`src/rtl/booth_mul_seq.sv`:
```
// Purpose : signed 32x32 -> 64 multiplier, radix-4 Booth, 2 multiplier bits per clock.
// Latency : start accepted at E0, 16 CALC steps E1..E16, result + done at E16, idle at E17.
// Backpres: none; start is only honoured in IDLE or the DONE cycle, the caller stalls on busy.
//
// Ports:
//   clk     rising-edge clock
//   rst_n   asynchronous active-low reset
//   start   multiply request (sampled only when not computing)
//   a, b    two's complement multiplicand / multiplier, latched at the accepting edge
//   busy    registered, high whenever the FSM is not IDLE
//   done    registered one-cycle pulse, result valid in that cycle
//   result  signed product {HI, LO}, held until the next completion
module booth_mul_seq (
    input  logic        clk,
    input  logic        rst_n,
    input  logic        start,
    input  logic [31:0] a,
    input  logic [31:0] b,
    output logic        busy,
    output logic        done,
    output logic [63:0] result
);

    typedef enum logic [1:0] {
        IDLE = 2'd0,
        CALC = 2'd1,
        DONE = 2'd2
    } state_t;

    state_t      state, state_nxt;
    logic        load;

    // m : sign-extended multiplicand, 34 bits so that +-2M never overflows.
    // p : {accumulator[33:0], multiplier[31:0], booth guard bit}.
    logic [33:0] m;
    logic [66:0] p;
    logic [3:0]  cnt;

    logic [33:0] m2;
    logic [33:0] addend;
    logic [33:0] sum;
    logic [66:0] p_step;

    // Radix-4 Booth recode of the low triplet; the guard bit p[0] carries the
    // top bit of the previous pair.
    always_comb begin
        m2     = {m[32:0], 1'b0};
        addend = '0;
        case (p[2:0])
            3'b001, 3'b010: addend = m;
            3'b011:         addend = m2;
            3'b100:         addend = ~m2 + 34'd1;
            3'b101, 3'b110: addend = ~m + 34'd1;
            default:        addend = '0;
        endcase
        // Accumulator add wraps in 34 bits; the arithmetic shift keeps the sign.
        sum    = p[66:33] + addend;
        p_step = {{2{sum[33]}}, sum, p[32:2]};
    end

    always_comb begin
        state_nxt = state;
        load      = 1'b0;
        case (state)
            IDLE: begin
                if (start) begin
                    load      = 1'b1;
                    state_nxt = CALC;
                end
            end
            CALC: begin
                if (cnt == 4'd15) begin
                    state_nxt = DONE;
                end
            end
            DONE: begin
                // The edge leaving DONE is the first edge at which IDLE would
                // sample start, so a request present there is accepted directly;
                // this keeps back-to-back issue at one multiply per 17 cycles.
                // Requests seen earlier (during CALC) are never remembered.
                if (start) begin
                    load      = 1'b1;
                    state_nxt = CALC;
                end else begin
                    state_nxt = IDLE;
                end
            end
            default: begin
                state_nxt = IDLE;
            end
        endcase
    end

    always_ff @(posedge clk or negedge rst_n) begin
        if (!rst_n) begin
            state  <= IDLE;
            m      <= '0;
            p      <= '0;
            cnt    <= '0;
            result <= '0;
            busy   <= 1'b0;
            done   <= 1'b0;
        end else begin
            state <= state_nxt;
            // busy/done are flops tracking the next state, so they carry no
            // combinational path from start.
            busy  <= (state_nxt != IDLE);
            done  <= (state_nxt == DONE);
            if (load) begin
                m   <= {{2{a[31]}}, a};
                p   <= {34'b0, b, 1'b0};
                cnt <= '0;
            end else if (state == CALC) begin
                p   <= p_step;
                cnt <= cnt + 4'd1;
                if (cnt == 4'd15) begin
                    // After 16 double-shifts the product sits above the guard bit.
                    result <= p_step[64:1];
                end
            end
        end
    end

endmodule

```
`config.mk`:
```
export PLATFORM = sky130hd
export DESIGN_NAME = booth_mul_seq
export DESIGN_NICKNAME = d
export VERILOG_FILES = /design/src/rtl/booth_mul_seq.sv
export SDC_FILE = /design/constraint.sdc
export NUM_CORES = 1
export LEC_CHECK = 0
export CORE_MARGIN = 2
export CORE_UTILIZATION = 40
export CTS_BUF_LIST = sky130_fd_sc_hd__clkbuf_4
export DETAILED_ROUTE_END_ITERATION = 8
export SYNTH_ARGS = -nofsm -noshare
export SYNTH_HDL_FRONTEND = slang
export SYNTH_SLANG_ARGS = --single-unit
```
`constraint.sdc`:
```
create_clock -name clk -period 6.4 [get_ports clk]
set_input_delay 1.92 -clock clk [delete_from_list [all_inputs] [get_ports clk]]
set_output_delay 1.92 -clock clk [all_outputs]
set_load 0.05 [all_outputs]
```
# Word-level counts from Yosys, hierarchy flattened
# Index checks and enable logic that the tools add are counted.
# W data, S select, Z words.
# word_totals
ff_bits	171
out_inout_bits	66
# op_classes
n_addsub	4
bitwise_logic	3
reduce_logical	7
eq_ne	10
muxes	11
# op_table
op	count
$pmux W34 S4	1
$mux W67	2
$add A34 B1 Y34 const B	2
$not A34 Y34	2
$add A34 B34 Y34	1
$eq A3 B3 Y1 const B	3
$mux W4	2
$eq A3 B2 Y1 const B	2
$pmux W2 S3	1
$reduce_or A2 Y1	3
$add A4 B1 Y4 const B	1
$eq A2 B2 Y1 const B	2
$eq A4 B4 Y1 const B	1
$mux W2	2
$reduce_bool A2 Y1	2
$eq A3 B1 Y1 const B	1
$mux W1	3
$reduce_and A3 Y1	1
$eq A2 B1 Y1 const B	1
$logic_not A2 Y1	1
$not A1 Y1	1

# Logic depth before layout (Yosys ltp)
# logic_depth
depth_word	6
depth_mapped	21
depth_no_buf	21

# Worst setup path after synthesis
# Ideal clock, no wire load.
# synth_timing
kind	register to register
startpoint	reg m[0]
endpoint	reg result[63]
t_arrival_ns	4.535
required_time_ns	6.331
stages_incl_launch_ff	21
setup_slack_ns	1.796
cell_sequence	dfrtp_1 inv_1 ha_1 nor3b_1 nand3_1 or4_1 or3_1 nand2_1 xnor2_1 a221oi_1 a31oi_1 ha_1 a21o_1 a21oi_1 o21ai_0 a21o_1 a21oi_1 a41oi_1 a41o_1 or4_1 nand3_1
# synth_via
elab_chain_cells	4
word_cells_on_any_way	6
classes_between	add/sub (3); mux (1); bitwise (2)
# synth_rtl
element	line_no	source
start: declaration	35	logic [33:0] m;
start signal: assignment	110	m <= {{2{a[31]}}, a};
$not A34 Y34, on equally long branches	53, 52	
$add A34 B1 Y34, on equally long branches	53, 52	
$pmux W34 S4 *	49	case (p[2:0])
$add A34 B34 Y34 *	57	sum = p[66:33] + addend;
end signal: assignment	118	result <= p_step[64:1];
end: declaration	21	output logic [63:0] result
# Mark *: on every way between the ends. The rest lies on a longest branch, timed or not.
# A chain may end at the register's enable or synchronous reset.

# Worst setup path after layout
# Same ends and word-level chain as after synthesis.

==> results.tsv <==
metric	value	unit
status	completed	
Synth cell types	72	
CTS Buffer Depth	2	
largest net degree at the start of global routing	92	
hold_buf cts	0	
Routed WL	28400	microns
final hold violations	0	
cells after synthesis	1203	
fin crit share	83.0	%
DR WL/cell	17.3	microns
Setup TNS	0	ns
total CTS buffers	17	
Initial Util	41.0	%
Finished Core Util	48.8	%
first-pass GRT wire length	45800	microns
Clk pin slew, worst setup/hold paths	0.20	ns
dpl cell area	11600	sq um
CTS tree	built	
core area	24400	sq um
HPWL Detailed	19400	microns
register area share after synthesis	42.3	%
Filler cells	2431	
vias per std cell	5.51	
DIE WIDTH	162	microns
Port Buffer Count	132	
Setup crit end kind	register	
Fmax achieved	188	MHz
critical path class	register to register	
die span in y	162	microns
asr flop ratio synth	100	%
Final Wtd Congestion	0.935	
Layout Nets	1402	
vias in the first global route	8689	
antenna-violating nets left	0	
Initial DRT Pass Iterations	5	
num ports	133	
average size of a mapped cell	8.31	sq um
root buffer cell	clkbuf_4	
postcts setup bufs	0	
Clk Latency, worst-skew pair	0.60	ns
maxcap violations	0	
Net Count, Synth	1306	
most frequent cells in the layout	376 x nand2_1, 169 x dfrtp_1, 131 x clkdlybuf4s50_1, 71 x nor2_1, 54 x o21ai_0	
CP Cell Sequence	inv_1, ha_1, nor3b_1, nand3_1, or4_1, or3_1, nand2_1, xnor2_1, a221oi_1, a31oi_1, ha_1, a21o_1, a21oi_1, o21ai_0, a21o_1, a21oi_1, a41oi_1, a41o_1, or4_1, nand3_1	
worst min path class	register to register	
Final Cell Area	11900	sq um
CP arrival	5.83	ns
RSZ-0062 raised after global routing	no	
die area	26300	sq um
CP max-delay cell	or4_1	
Syn. warnings	0	
Residual DRC	0	
CP startpoint kind	register	
Max H-tree Level	4	
area delta synth->final	19.2	%
Worst Path Max Fanout	6	
register bit count reported by yosys	169	
Worst Skew	0.0420	ns
minimum clock period	5.31	ns
Slew @ Worst Pin	0.897	ns
top_reg_cell synth	dfrtp_1	
most common cell after layout, fill and taps aside	nand2_1	
mapped cell area	9990	sq um
Rows	57	
share of layout cells above drive strength 1	6.78	%
grt total ovfl	0	
slowest stage delay, CP	0.52	ns
Iteration-0 DRC Markers	655	
CP required	6.92	ns
worst rel slew slack	40.1	%
number of flops mapped to enable cells by yosys	0	
clock sink total	169	
vias	9031	
Setup violations, final	0	
PostCTS Resize Cnt	0	
aggregate global-route resource usage	21.8	%
initial antenna violation count	1	
Slew Limit Fails	0	
[kinds of logic (layout without fill, tap and decap cells)]
family,count (synthesis),count (layout),synth area share [%]
AOI/OAI and AO/OA,273,273,18.3
xor gates and xnor gates,62,62,5.43
adders and majority gates,36,36,4.58
buffers and inverters,86,195,3.49
DFF,169,169,42.3
muxes,12,12,1.31
other,0,3,0
and+or+nand+nor,565,565,24.5
[final timing paths]
check,from,end,slack (ns),depth (start not counted)
worst max-delay path,m[0]$_DFFE_PN0P_,result[63]$_DFFE_PN0P_,1.09,20
max in group asynchronous,rst_n,m[20]$_DFFE_PN0P_,3.90,2
worst min register to register,p[25]$_DFFE_PN0P_,result[22]$_DFFE_PN0P_,0.49,2
worst max register to register,m[0]$_DFFE_PN0P_,result[63]$_DFFE_PN0P_,1.09,20
min in group asynchronous,rst_n,result[34]$_DFFE_PN0P_,1.39,1
worst min-delay path,p[25]$_DFFE_PN0P_,result[22]$_DFFE_PN0P_,0.49,2
[Yosys cell counts, types with 16 or more instances]
library cell | n | area [sq um]
ha_1 | 35 | 438
dfrtp_1 | 169 | 4230
nand2_1 | 376 | 1410
a22o_1 | 27 | 236
a21o_1 | 19 | 143
o21ai_0 | 54 | 270
a21oi_1 | 46 | 230
nor2_1 | 72 | 270
a22oi_1 | 17 | 128
xnor2_1 | 40 | 350
a31oi_1 | 37 | 231
clkbuf_1 | 61 | 229
xor2_1 | 22 | 193
nand3_1 | 16 | 80.1
[registers in the layout, indices dropped and copies added, names as in the netlist]
name    count
p          65
result     64
m          32
cnt         4
state       2
busy        1
done        1
[metrics by stage]
| step | setup slack [ns] | hold WS [ns] | std cells |
|---|---|---|---|
| after floorplan | 1.80 | 0.456 | 1203 |
| after global placement | 1.30 | 0.457 | 1604 |
| after detailed placement | 1.12 | 0.461 | 1604 |
| after CTS | 1.12 | 0.495 | 1636 |
| after global routing | 0.616 | 0.512 | 1639 |
| final | 1.09 | 0.492 | 1639 |
[worst max-delay path, delay by kind of cell, from the launching register on]
| kind | cells | cell delay, ns |
|---|---|---|
| buffers and inverters | 1 | 0.10 |
| AOI/OAI and AO/OA | 9 | 1.99 |
| xor gates and xnor gates | 1 | 0.08 |
| and+or+nand+nor | 7 | 2.09 |
| adders and majority gates | 2 | 0.60 |
| DFF | 1 | 0.42 |
[area by class of cell]
cell class | count | area, sq um | area share, %
multi-input cells | 948 | 5440 | 45.6
flip-flops and latches | 169 | 4230 | 35.5
repair buffers | 151 | 1470 | 12.3
well taps | 324 | 405 | 3.40
clock inverters | 15 | 194 | 1.63
clock buffers | 17 | 128 | 1.07
inverters | 12 | 45.0 | 0.378
diodes | 3 | 7.51 | 0.0630
[layer usage]
layer	vias to the layer above	GRT usage, %	wire length [microns]
li1	4357	-	-
met1	4389	30.2	13000
met2	252	34.6	13200
met3	33	4.65	1690
met4	0	5.87	512
met5	-	0	0
Power is left out: the tool's default activity adds up to more than one toggle a clock period on the data nets, which glitch-free logic cannot reach.
